`src/rtl/dot_board_ctrl.sv`:
```
// Live pellet board for the 12x12 maze: loads a level's start map from the dot ROM,
// counts its dots one row per cycle, then clears dots as they are eaten.
module dot_board_ctrl #(
    parameter int ROWS  = 12,
    parameter int COLS  = 12,
    parameter int CNT_W = 8
) (
    input  logic                   Clk,
    input  logic                   Reset_n,
    input  logic                   load_req,
    input  logic [1:0]             load_level,
    output logic [1:0]             level_sel,
    input  logic [ROWS*COLS-1:0]   dot_start_map,
    input  logic                   eat_valid,
    input  logic [3:0]             eat_row,
    input  logic [3:0]             eat_col,
    input  logic [3:0]             rd_row,
    input  logic [3:0]             rd_col,
    output logic                   rd_dot,
    output logic [CNT_W-1:0]       dots_left,
    output logic                   busy,
    output logic                   dot_eaten,
    output logic                   level_clear,
    output logic [2:0]             dbg_state
);

    localparam int MAP_W = ROWS * COLS;
    localparam int IDX_W = $clog2(MAP_W);

    typedef enum logic [2:0] {
        S_IDLE  = 3'd0,
        S_LOAD  = 3'd1,
        S_COUNT = 3'd2,
        S_PLAY  = 3'd3,
        S_CLEAR = 3'd4
    } state_t;

    state_t             r_state;
    state_t             w_state_nxt;
    logic [MAP_W-1:0]   r_board;
    logic [1:0]         r_level_sel;
    logic [CNT_W-1:0]   r_dots_left;
    logic [CNT_W-1:0]   r_acc;
    logic [3:0]         r_row;
    logic               r_dot_eaten;

    logic [COLS-1:0]    w_row_bits;
    logic [CNT_W-1:0]   w_total;
    logic               w_last_row;
    logic [IDX_W-1:0]   w_eat_idx;
    logic [IDX_W-1:0]   w_rd_idx;
    logic               w_eat_in;
    logic               w_rd_in;
    logic               w_eat_hit;

    // Row 0 occupies the top bits; column 0 is the MSB of each row.
    function automatic logic [IDX_W-1:0] bit_idx(input logic [3:0] r, input logic [3:0] c);
        return IDX_W'(MAP_W - 1) - (IDX_W'(COLS) * IDX_W'(r) + IDX_W'(c));
    endfunction

    function automatic logic [CNT_W-1:0] popcnt(input logic [COLS-1:0] b);
        logic [CNT_W-1:0] s;
        s = '0;
        for (int i = 0; i < COLS; i++)
            s = s + CNT_W'(b[i]);
        return s;
    endfunction

    always_comb begin
        w_row_bits = '0;
        for (int c = 0; c < COLS; c++)
            w_row_bits[COLS-1-c] = r_board[bit_idx(r_row, 4'(c))];
    end

    assign w_total    = r_acc + popcnt(w_row_bits);
    assign w_last_row = (r_row == 4'(ROWS - 1));
    assign w_eat_idx  = bit_idx(eat_row, eat_col);
    assign w_rd_idx   = bit_idx(rd_row, rd_col);
    assign w_eat_in   = (eat_row < 4'(ROWS)) && (eat_col < 4'(COLS));
    assign w_rd_in    = (rd_row < 4'(ROWS)) && (rd_col < 4'(COLS));

    // A reload on the same edge always wins over an eat.
    assign w_eat_hit  = (r_state == S_PLAY) && eat_valid && w_eat_in && !load_req &&
                        r_board[w_eat_idx] && (r_dots_left != '0);

    always_ff @(posedge Clk or negedge Reset_n) begin
        if (!Reset_n) r_state <= S_IDLE;
        else          r_state <= w_state_nxt;
    end

    always_comb begin
        w_state_nxt = r_state;
        case (r_state)
            S_LOAD:  w_state_nxt = S_COUNT;
            S_COUNT: if (w_last_row) w_state_nxt = (w_total != '0) ? S_PLAY : S_CLEAR;
            S_PLAY:  if (w_eat_hit && (r_dots_left == CNT_W'(1))) w_state_nxt = S_CLEAR;
            default: ;
        endcase
        if (load_req) w_state_nxt = S_LOAD;
    end

    always_ff @(posedge Clk or negedge Reset_n) begin
        if (!Reset_n) begin
            r_board     <= '0;
            r_level_sel <= '0;
            r_dots_left <= '0;
            r_acc       <= '0;
            r_row       <= '0;
            r_dot_eaten <= 1'b0;
        end else begin
            r_dot_eaten <= w_eat_hit;
            if (load_req) begin
                r_level_sel <= load_level;
            end else begin
                case (r_state)
                    S_LOAD: begin
                        r_board <= dot_start_map;
                        r_acc   <= '0;
                        r_row   <= '0;
                    end
                    S_COUNT: begin
                        if (w_last_row) begin
                            r_dots_left <= w_total;
                            r_row       <= '0;
                        end else begin
                            r_acc <= w_total;
                            r_row <= r_row + 4'd1;
                        end
                    end
                    S_PLAY: begin
                        if (w_eat_hit) begin
                            r_board[w_eat_idx] <= 1'b0;
                            r_dots_left        <= r_dots_left - CNT_W'(1);
                        end
                    end
                    default: ;
                endcase
            end
        end
    end

    assign level_sel   = r_level_sel;
    assign rd_dot      = w_rd_in ? r_board[w_rd_idx] : 1'b0;
    assign dots_left   = r_dots_left;
    assign busy        = (r_state == S_LOAD) || (r_state == S_COUNT);
    assign dot_eaten   = r_dot_eaten;
    assign level_clear = (r_state == S_CLEAR);
    assign dbg_state   = r_state;

endmodule

```
`config.mk`:
```
export PLATFORM = sky130hd
export DESIGN_NAME = dot_board_ctrl
export DESIGN_NICKNAME = d
export VERILOG_FILES = /design/src/rtl/dot_board_ctrl.sv
export SDC_FILE = /design/constraint.sdc
export NUM_CORES = 1
export LEC_CHECK = 0
export ABC_CLOCK_PERIOD_IN_PS = 9490
export CAP_MARGIN = 0
export CORE_UTILIZATION = 59
export DETAILED_ROUTE_END_ITERATION = 6
export PLACE_DENSITY = 0.86
export SYNTH_ARGS = -nofsm -noshare
export SYNTH_HDL_FRONTEND = slang
export SYNTH_SLANG_ARGS = --single-unit
```
`constraint.sdc`:
```
create_clock -name Clk -period 9.49 [get_ports Clk]
set_clock_uncertainty 0.1 [all_clocks]
set_input_delay 2.847 -clock Clk [delete_from_list [all_inputs] [get_ports Clk]]
set_output_delay 2.847 -clock Clk [all_outputs]
set_load 0.02 [all_outputs]
```
==> metrics.md <==
| Metric | Value |
|---|---|
| CP required | `6540 ps` |
| RSZ-0062 raised after global routing | `false` |
| Clock Pin Slew Worst Setup and Hold Paths | `80 ps` |
| CTS Buf Count | `17` |
| Worst skew pair latency | `450 ps` |
| Leading area contributor after synthesis | `dfrtp_1` |
| Mapped Cells | `1783` |
| # hold bufs at CTS | `0` |
| Routed Antenna Nets | `0` |
| Failing checks | `DRC` |
| Worst EP arrival | `6130 ps` |
| Rel. slew slack | `14.29%` |
| Crit. End Element | `output pin` |
| Die Width | `170.2 µm` |
| Crit path time final | `9073 ps` |
| Worst r2r src | `r_row[0]` |
| DR pass1 iterations | `7` |
| Io pins | `183` |
| Top cells by area, synth | `dfrtp_1 25%, mux4_2 21%, nand2_1 11%, o21ai_0 8.1%, mux2i_1 5.1%` |
| CP startpoint kind | `primary input` |
| DP Cell Count | `2248` |
| Die area | `28980 µm²` |
| Initial Util | `60.11%` |
| Synth async-reset ratio | `100.0%` |
| Non-filler cells, final | `2287` |
| Total GRT Usage | `43.51%` |
| Row Count | `61` |
| # DRC | `5` |
| Slew Limit Fails | `0` |
| First-pass GRT wire length | `92490 µm` |
| Largest net degree at the start of global routing | `99` |
| Worst R2R End | `dbg_state[1]` |
| Via density | `6.995` |
| Distinct cell type count after synthesis | `77` |
| Setup Viol. Count Final | `0` |
| Worst setup path startpoint | `rd_row[1]` |
| CTS tree | `done` |
| Power share of the sequential group | `22.1%` |
| Critical path capture point | `rd_dot` |
| Hold/Removal Path Class | `flip-flop to flip-flop` |
| Outcome | `complete, but fails checks` |
| YS warnings | `0` |
| CP Max Fanout | `3` |
| Top-area cell type share of the netlist area | `25.48%` |
| CTS Sinks | `170` |
| Switching power total | `0.004308 W` |
| Vias | `16000` |
| Clk pwr share | `9.0%` |
| Placed cell area | `18490 µm²` |
| Vias in the first global route | `15120` |
| Sw Ratio | `50.68%` |
| Layout cells sized above 1 | `16.52%` |
| H-Tree Depth | `4` |
| Final net count | `2118` |
| Die span in y | `170.2 µm` |
| Initial antenna violation count | `5` |
| Hold violation count in the final report | `0` |
| Cell Pwr Density | `444.4 nW/µm²` |
| Synth Net Count | `2012` |
| Max-cap violations | `0` |
| Sequential element share of the synthesized area | `25.48%` |
| Peak Freq | `110.2 MHz` |
| Post-synth EDFFs | `0` |
| Clk buf depth | `2` |
| Syn-to-layout area delta | `14.55%` |
| Root Buffer | `clkbuf_16` |
| Syn Std Cell Area | `16700 µm²` |
| Cell Int Power | `0.004193 W` |
| Worst Tran Pin Value | `1279 ps` |
| Initial DRC Count | `2475` |
| Ys flop type | `dfrtp_1` |
| Peak VDD IR | `0.9008 mV` |
| Setup Fix Bufs, Post-CTS | `0` |
| Final instance area | `19130 µm²` |
| Critical path type | `primary input to output pin` |
| Flops & latches, synth | `170` |
| WL/cell | `26.78 µm` |
| Total congestion overflow | `0` |
| Core area | `27780 µm²` |
| Dpl hpwl | `43530 µm` |
| Placer Congestion | `1.173` |
| Fillers | `2185` |
| Leak | `7.859 nW` |
| Synthesized area per cell | `9.365 µm²` |
| Cells on worst reg2reg path | `28` |
| Port Buffers | `182` |
| Setup slack, reg-to-reg | `640 ps` |
| Routed Wire Length | `61250 µm` |
| Period utilization | `95.61%` |
| Logic gate share of total power | `68.9%` |
| TNS Setup | `0 ps` |
[cells in the mapped netlist, drive strengths merged (3+ instances only)]
master	number
o22ai	4
and3	3
a41oi	3
o21ai	333
a221o	5
mux2i	85
nor2b	11
nand2b	6
fa	11
a21oi	27
nor2	48
xnor2	21
a22oi	16
mux4	170
a22o	14
ha	52
buf	30
a31oi	4
o21a	5
xor2	17
o211ai	16
inv	35
nand3	33
mux2	4
or3	3
nand2	476
a211oi	8
nand4	15
nor4b	3
o31ai	4
dfrtp	170
nor3	9
clkbuf	102
and2	10
[cells in the final DEF (no fill, tap or decap), types with 4 or more instances in the layout]
cell,Yosys,routed
nand2_1,474,474
o21ai_0,271,270
clkdlybuf4s50_1,0,177
dfrtp_1,170,168
mux4_2,152,152
mux2i_1,85,85
o21ai_2,60,60
ha_1,52,52
nor2_1,47,45
buf_4,0,36
inv_1,35,35
nand3_1,33,33
a21oi_1,26,26
xnor2_1,21,20
mux4_1,18,18
clkbuf_16,0,17
xor2_1,16,16
o211ai_1,16,16
a22oi_1,16,16
nand4_1,15,15
a22o_1,13,13
nor2b_1,11,11
fa_1,11,10
diode_2,0,8
a211oi_1,8,7
nor3_1,8,7
and2_1,7,6
nand2b_1,6,6
o21a_1,5,5
a221o_1,5,5
a31oi_1,4,4
mux2_2,4,4
o22ai_1,4,4
o31ai_1,4,4
bufinv_16,0,4
buf_12,8,4
[critical path: stages]
cell	delay, ps
clkdlybuf4s50_1	480
ha_1	310
inv_1	40
ha_1	270
ha_1	330
o21a_1	120
o21ai_0	160
nand2b_1	130
xnor2_1	160
buf_4	160
mux4_2	510
a21oi_1	160
o21ai_1	90
and2_1	150
dlymetal6s2s_1	200
[routing by layer]
metal	vias up	track usage, %	share of wire [%]
li1	6760	-	-
met1	7596	55.63	36
met2	1347	63.44	44
met3	293	15.84	14
met4	2	25.54	6.6
met5	-	0	0.021
[final cells by class]
cell class                 count  area [µm²]  share of cell area, %
antenna                        8       20.02                 0.1047
multi-input combinational   1443       11480                  60.00
sequential                   170        4259                  22.27
tap                          378       473.0                  2.473
inverter                      36       135.1                 0.7064
timing repair buffer         221        2156                  11.27
clock buffer                  20       436.7                  2.283
clock inverter                11       171.4                 0.8961
[through the flow]
| step | worst slack [ps] | hold slack, ps | util (%) | power [W] |
|---|---|---|---|---|
| 6_report | 416.5 | 406.4 | 68.85 | 0.008501 |
| 5_1_grt | 127.5 | 446.2 | 68.78 | 0.008934 |
| 4_1_cts | 20.60 | 406.6 | 68.74 | 0.008308 |
| 3_5_place_dp | 29.08 | 390.5 | 66.56 | 0.007499 |
| 3_3_place_gp | 125.5 | 383.4 | 66.56 | 0.007404 |
| 2_1_floorplan | 1014 | 356.3 | - | 0.005742 |
[kinds of logic (layout without fill, tap and decap cells)]
kind of cell	after synthesis	count (layout)	synth area share [%]
AO/OA/AOI/OAI	454	454	16.78
XOR/XNOR	39	39	2.180
adder cells (fa/ha/maj)	63	63	5.215
buffers and inverters	170	288	5.957
flip-flops	170	170	25.48
multiplexers	259	259	28.70
other	0	8	0
AND/OR/NAND/NOR	628	628	15.69
[repair_timing]
item / CTS / global route
gates resized for setup: 0 / 4
endpoints found under the hold margin: 0 / 0
endpoints found under the setup margin: 0 / 1
[worst min path at each step]
stage                 startpoint      endpoint  slack (ps)  cells after the start
global placement        r_acc[4]      r_acc[4]         380                      2
detailed placement      r_acc[2]      r_acc[2]         390                      2
floorplan               r_acc[2]      r_acc[2]         360                      2
CTS                     r_acc[2]      r_acc[2]         410                      2
finish                  r_acc[2]      r_acc[2]         410                      2
global route        level_sel[0]  level_sel[0]         450                      1
[power by group through the flow]
stage | clock network, W | logic (W) | registers, W
floorplan | 0 | 0.00432 | 0.00143
global placement | 0 | 0.00561 | 0.00179
detailed placement | 0 | 0.00569 | 0.00181
CTS | 0.000759 | 0.00575 | 0.00180
global route | 0.000789 | 0.00628 | 0.00187
finish | 0.000762 | 0.00586 | 0.00188
[state kept, by name, indices dropped and copies added (netlist names)]
signal and cells:
r_board 144, dots_left 8, r_acc 8, r_row 4, dbg_state 3, level_sel 2, dot_eaten 1
Power figures use the tool's default switching activity.
